<file path="src/rtl/map_bram_arb.sv">
`default_nettype none
// ============================================================================
// map_bram_arb : single-port arbiter sharing the map BRAM among NREQ clients,
//                one transaction at a time, read data tagged to the owner.
// Optional feature macro: MAP_ARB_RR_EN (round-robin instead of fixed priority)
// Revision: 1.0
// ============================================================================

module map_bram_arb #(
  parameter int NREQ   = 3,
  parameter int ADDR_W = 19,
  parameter int DATA_W = 16,
  parameter int RD_LAT = 1
) (
  input  logic                     clk,
  input  logic                     rstn,
  input  logic [NREQ-1:0]          req,
  input  logic [NREQ-1:0]          req_wr,
  input  logic [NREQ*ADDR_W-1:0]   req_addr,
  input  logic [NREQ*DATA_W-1:0]   req_dwrite,
  output logic [NREQ-1:0]          gnt,
  output logic [NREQ-1:0]          rvalid,
  output logic [DATA_W-1:0]        rdata,
  output logic                     busy,
  output logic [ADDR_W-1:0]        bram_addr,
  output logic                     bram_wr,
  output logic [DATA_W-1:0]        bram_dwrite,
  input  logic [DATA_W-1:0]        bram_data
);

  localparam int OW = (NREQ > 1) ? $clog2(NREQ) : 1;
  localparam int CW = 2;

  typedef enum logic [1:0] {
    S_IDLE  = 2'd0,
    S_ISSUE = 2'd1,
    S_WAIT  = 2'd2,
    S_CAPT  = 2'd3
  } state_t;

  state_t          state;
  logic [OW-1:0]   owner;
  logic [OW-1:0]   win;
  logic            any_req;
  logic            wr_flag;
  logic [CW-1:0]   cnt;
  logic [NREQ-1:0] win_oh;
  logic [NREQ-1:0] own_oh;

`ifdef MAP_ARB_RR_EN
  logic [OW-1:0]   rr_ptr;
  logic [OW-1:0]   rr_next;

  // Circular search starting at the pointer; first requester found wins.
  always_comb begin
    int idx;
    idx     = 0;
    win     = '0;
    any_req = 1'b0;
    for (int k = 0; k < NREQ; k++) begin
      idx = int'(rr_ptr) + k;
      if (idx >= NREQ) idx = idx - NREQ;
      if (!any_req && req[idx]) begin
        any_req = 1'b1;
        win     = OW'(idx);
      end
    end
  end

  assign rr_next = (int'(win) == NREQ - 1) ? '0 : win + OW'(1);
`else
  always_comb begin
    win     = '0;
    any_req = 1'b0;
    for (int k = 0; k < NREQ; k++) begin
      if (!any_req && req[k]) begin
        any_req = 1'b1;
        win     = OW'(k);
      end
    end
  end
`endif

  always_comb begin
    win_oh = '0;
    own_oh = '0;
    for (int i = 0; i < NREQ; i++) begin
      win_oh[i] = (win == OW'(i));
      own_oh[i] = (owner == OW'(i));
    end
  end

  assign busy = (state != S_IDLE);

  always_ff @(posedge clk or negedge rstn) begin
    if (!rstn) begin
      state       <= S_IDLE;
      owner       <= '0;
      wr_flag     <= 1'b0;
      cnt         <= '0;
      gnt         <= '0;
      rvalid      <= '0;
      rdata       <= '0;
      bram_addr   <= '0;
      bram_wr     <= 1'b0;
      bram_dwrite <= '0;
`ifdef MAP_ARB_RR_EN
      rr_ptr      <= '0;
`endif
    end else begin
      // Pulse outputs default low; each is set for exactly one cycle below.
      gnt     <= '0;
      rvalid  <= '0;
      bram_wr <= 1'b0;
      case (state)
        S_IDLE: begin
          if (any_req) begin
            bram_addr   <= req_addr[int'(win)*ADDR_W +: ADDR_W];
            bram_dwrite <= req_dwrite[int'(win)*DATA_W +: DATA_W];
            wr_flag     <= req_wr[win];
            bram_wr     <= req_wr[win];
            owner       <= win;
            gnt         <= win_oh;
            state       <= S_ISSUE;
`ifdef MAP_ARB_RR_EN
            rr_ptr      <= rr_next;
`endif
          end
        end
        S_ISSUE: begin
          if (wr_flag) begin
            state <= S_IDLE;
          end else if (RD_LAT <= 1) begin
            state <= S_CAPT;
          end else begin
            cnt   <= CW'(RD_LAT - 1);
            state <= S_WAIT;
          end
        end
        S_WAIT: begin
          cnt <= cnt - 1'b1;
          if (cnt <= CW'(1)) state <= S_CAPT;
        end
        S_CAPT: begin
          rdata  <= bram_data;
          rvalid <= own_oh;
          state  <= S_IDLE;
        end
        default: state <= S_IDLE;
      endcase
    end
  end

endmodule

`default_nettype wire

</file>
<file path="config.mk">
export PLATFORM = sky130hd
export DESIGN_NAME = map_bram_arb
export DESIGN_NICKNAME = d
export VERILOG_FILES = /design/src/rtl/map_bram_arb.sv
export SDC_FILE = /design/constraint.sdc
export NUM_CORES = 1
export LEC_CHECK = 0
export ABC_AREA = 1
export BUFFER_PORTS_ARGS = -buffer_cell sky130_fd_sc_hd__clkbuf_2
export CORE_MARGIN = 2
export CORE_UTILIZATION = 40
export DETAILED_ROUTE_END_ITERATION = 16
export HOLD_SLACK_MARGIN = 0.08
export PLACE_DENSITY_LB_ADDON = 0.12
export SETUP_SLACK_MARGIN = 0.1
export SKIP_CTS_REPAIR_TIMING = 1
export SLEW_MARGIN = 20
export SYNTH_ARGS = -nofsm -noshare
export SYNTH_HDL_FRONTEND = slang
export SYNTH_SLANG_ARGS = --single-unit
</file>
<file path="constraint.sdc">
create_clock -name clk -period 1.05 [get_ports clk]
set_input_delay 0.0525 -clock clk [delete_from_list [all_inputs] [get_ports clk]]
set_output_delay 0.0525 -clock clk [all_outputs]
set_load 0.05 [all_outputs]
</file>
==> reports/results.ini <==
[route]
antenna_left = 0
drc = 0
wl_microns = 10910
num_vias = 3842
first_iter_violations = 120
dr.pass1.iters = 4
routedWlPerCell_microns = 13.19
vias_per_cell = 4.646

[sta]
fin_crit_sh_pct = 114.0
tns_ns = -5.444
setup_violations = 58
hold_viol = 0
clock_skew_ns = 0.01068
slew_violations = 0
fmax_mhz = 835.3
rsz0062_at_grt = yes
finalCriticalPeriod_ns = 1.197
tightest_slew_ns = 0.3536
fin_ws_ns = -0.1472
max_slew_margin_pct = 76.43

[synth]
ys_types = 21
yosys_warnings = 0
synthesis.instances = 430
synthMuxAreaShare_pct = 6.208
synth_top_family_by_area = simple AND/OR/NAND/NOR gates
syn_nets = 560
yosys_register_bits = 65
synth-compound-area-share_pct = 0.6772
avgSynthCellArea_sq_um = 7.734
synthesis.area_sq_mm = 0.003326
seq_area_frac_synth_pct = 48.91
synth_adder_area_share_pct = 0.3762
synth_xor_xnor_area_share_pct = 0.2634
yosys.area_share.simple_pct = 37.02

[global_routing]
grt_max_degree = 66
grtUsageTotal_pct = 18.46
grt_pass1_wl_microns = 13070
grt_pass1_vias = 2998
antenna_found_initial = 0
grt_overflow = 0

[placement]
dp_cells = 713
dp_worst_setup_slack_ns = -0.1648
io_buffers = 187
place_hpwl_microns = 6583
place.gp.congestion = 0.8541

[worst_setup_path]
cp.required_ns = 1.26
r2r-start = state[1]
critPathCaptureType = flip-flop
endpoint = rdata[5]
r2r-end = rdata[5]
startpoint_type = flip-flop
crit_type = reg -> reg
critPathLaunch = state[1]
worstPathMaxFanout = 9
reg2reg_slack_ns = -0.15
arrival_ns = 1.41
ff2ff_path_depth = 3

[run]
max_cap_violations = 0

[floorplanning]
initial_core_util_pct = 40.89
die_x_microns = 95.18
dieArea_sq_mm = 0.009059
row_count = 33
io_pins = 188
core_sq_mm = 0.008134
die_h_microns = 95.18

[final_layout]
layout_commonest_cell = nand2_1
layout_common_cells = 185 x nand2_1, 127 x clkbuf_2, 79 x dlygate4sd3_1, 64 x dfrtp_1, 62 x nor2_1
area_growth_pct = 80.21
fin_nets = 847
postLayoutCoreUtil_pct = 73.68
diodes = 0
layout-drive-gt1-share_pct = 38.92
final_cells = 827
fill_cells = 620

[clocking]
clk_pin_slew_ns = 0.08
cts.sinks = 65
h-tree-depth = 3
cts_tree = done
ctsLongestPathBuffers = 2
cts-buffers-inserted = 9
clk_latency_ns = 0.33
cts_root_buffer = clkbuf_8

[power_and_ir_drop]
power_density_mw_per_mm2 = 2899
power.leakage_nw = 3.276
ir_worst_vdd_mv = 1.412
p_total_mw = 17.37

[status]
violations = negative setup slack
status = finished with violations

[worst_hold_path]
hp-class = in -> reg

==> final cells by class <==
cell class / count / area (sq um) / area share [%]
multi-input combinational: 333 / 1573 / 26.24
inverter: 9 / 33.78 / 0.5637
clock inverter: 3 / 23.77 / 0.3967
tap: 105 / 131.4 / 2.192
timing repair buffer: 299 / 2435 / 40.63
clock buffer: 13 / 168.9 / 2.818
sequential: 65 / 1628 / 27.16
==> logic make-up (layout without fill, tap and decap cells) <==
| kind of cell | count (synthesis) | in the layout |
|---|---|---|
| and+or+nand+nor | 310 | 311 |
| DFF | 65 | 65 |
| xor gates and xnor gates | 1 | 1 |
| adders and majority gates | 1 | 1 |
| buffers and inverters | 33 | 324 |
| AOI/OAI and AO/OA | 4 | 4 |
| muxes | 16 | 16 |
==> power breakdown <==
part	internal [mW]	switching [mW]
registers	3.70	0.864
logic	4.35	6.45
clock network	1.06	0.948
total	9.11	8.27
==> cells in the mapped netlist <==
library cell / instances / share of area [%]
buf_2: 12 / 1.8
o21ai_0: 1 / 0.15
mux2_2: 9 / 3.0
xnor2_1: 1 / 0.26
o211ai_1: 1 / 0.23
dfrtp_1: 65 / 49
inv_1: 7 / 0.79
a21oi_1: 1 / 0.15
nand2_2: 3 / 0.56
nand2_4: 1 / 0.34
ha_1: 1 / 0.38
nand2_1: 187 / 21
nor2_1: 79 / 8.9
buf_4: 3 / 0.68
buf_6: 9 / 3.0
nor3_1: 2 / 0.30
o21ai_1: 1 / 0.15
nor2_2: 2 / 0.38
nand3_1: 36 / 5.4
inv_2: 2 / 0.23
mux2_4: 7 / 3.2
==> worst min-delay path by stage <==
| stage | endpoint | cells past startpoint | startpoint |
|---|---|---|---|
| global placement | rdata[12] | 2 | rstn |
| CTS | bram_dwrite[9] | 2 | rstn |
| detailed placement | rdata[12] | 2 | rstn |
| global route | bram_addr[5] | 5 | req_addr[43] |
| floorplan | bram_addr[0] | 0 | rstn |
| finish | bram_dwrite[10] | 5 | req_dwrite[26] |
==> per-stage QoR <==
step                      hold slack [ns]  cell area (sq um)
after floorplan                   -0.2431               3344
after global placement            0.09196               4397
after detailed placement           0.1012               4397
after CTS                         -0.2601               4589
after global routing              0.07116               5993
final                             0.02434               5993
==> state kept, by name, summed over array words and instances (netlist names) <==
name / cells
bram_addr: 19
bram_wr: 1
owner: 2
wr_flag: 1
rdata: 16
bram_dwrite: 16
rvalid: 3
gnt: 3
cnt: 2
state: 2
==> worst max-delay path, cell delays in order, from the launching register on <==
cell and delay (ns):
dfrtp_2 0.43, buf_4 0.20, nand2_8 0.11, mux2_2 0.35
==> layer usage <==
metal	vias to the layer above	routed length, microns	track usage (%)
li1	1901	-	-
met1	1756	4281	22.15
met5	-	0	0
met3	27	684	4.506
met2	158	5721	31.75
met4	0	223	7.367
(Power assumes the default switching activity.)
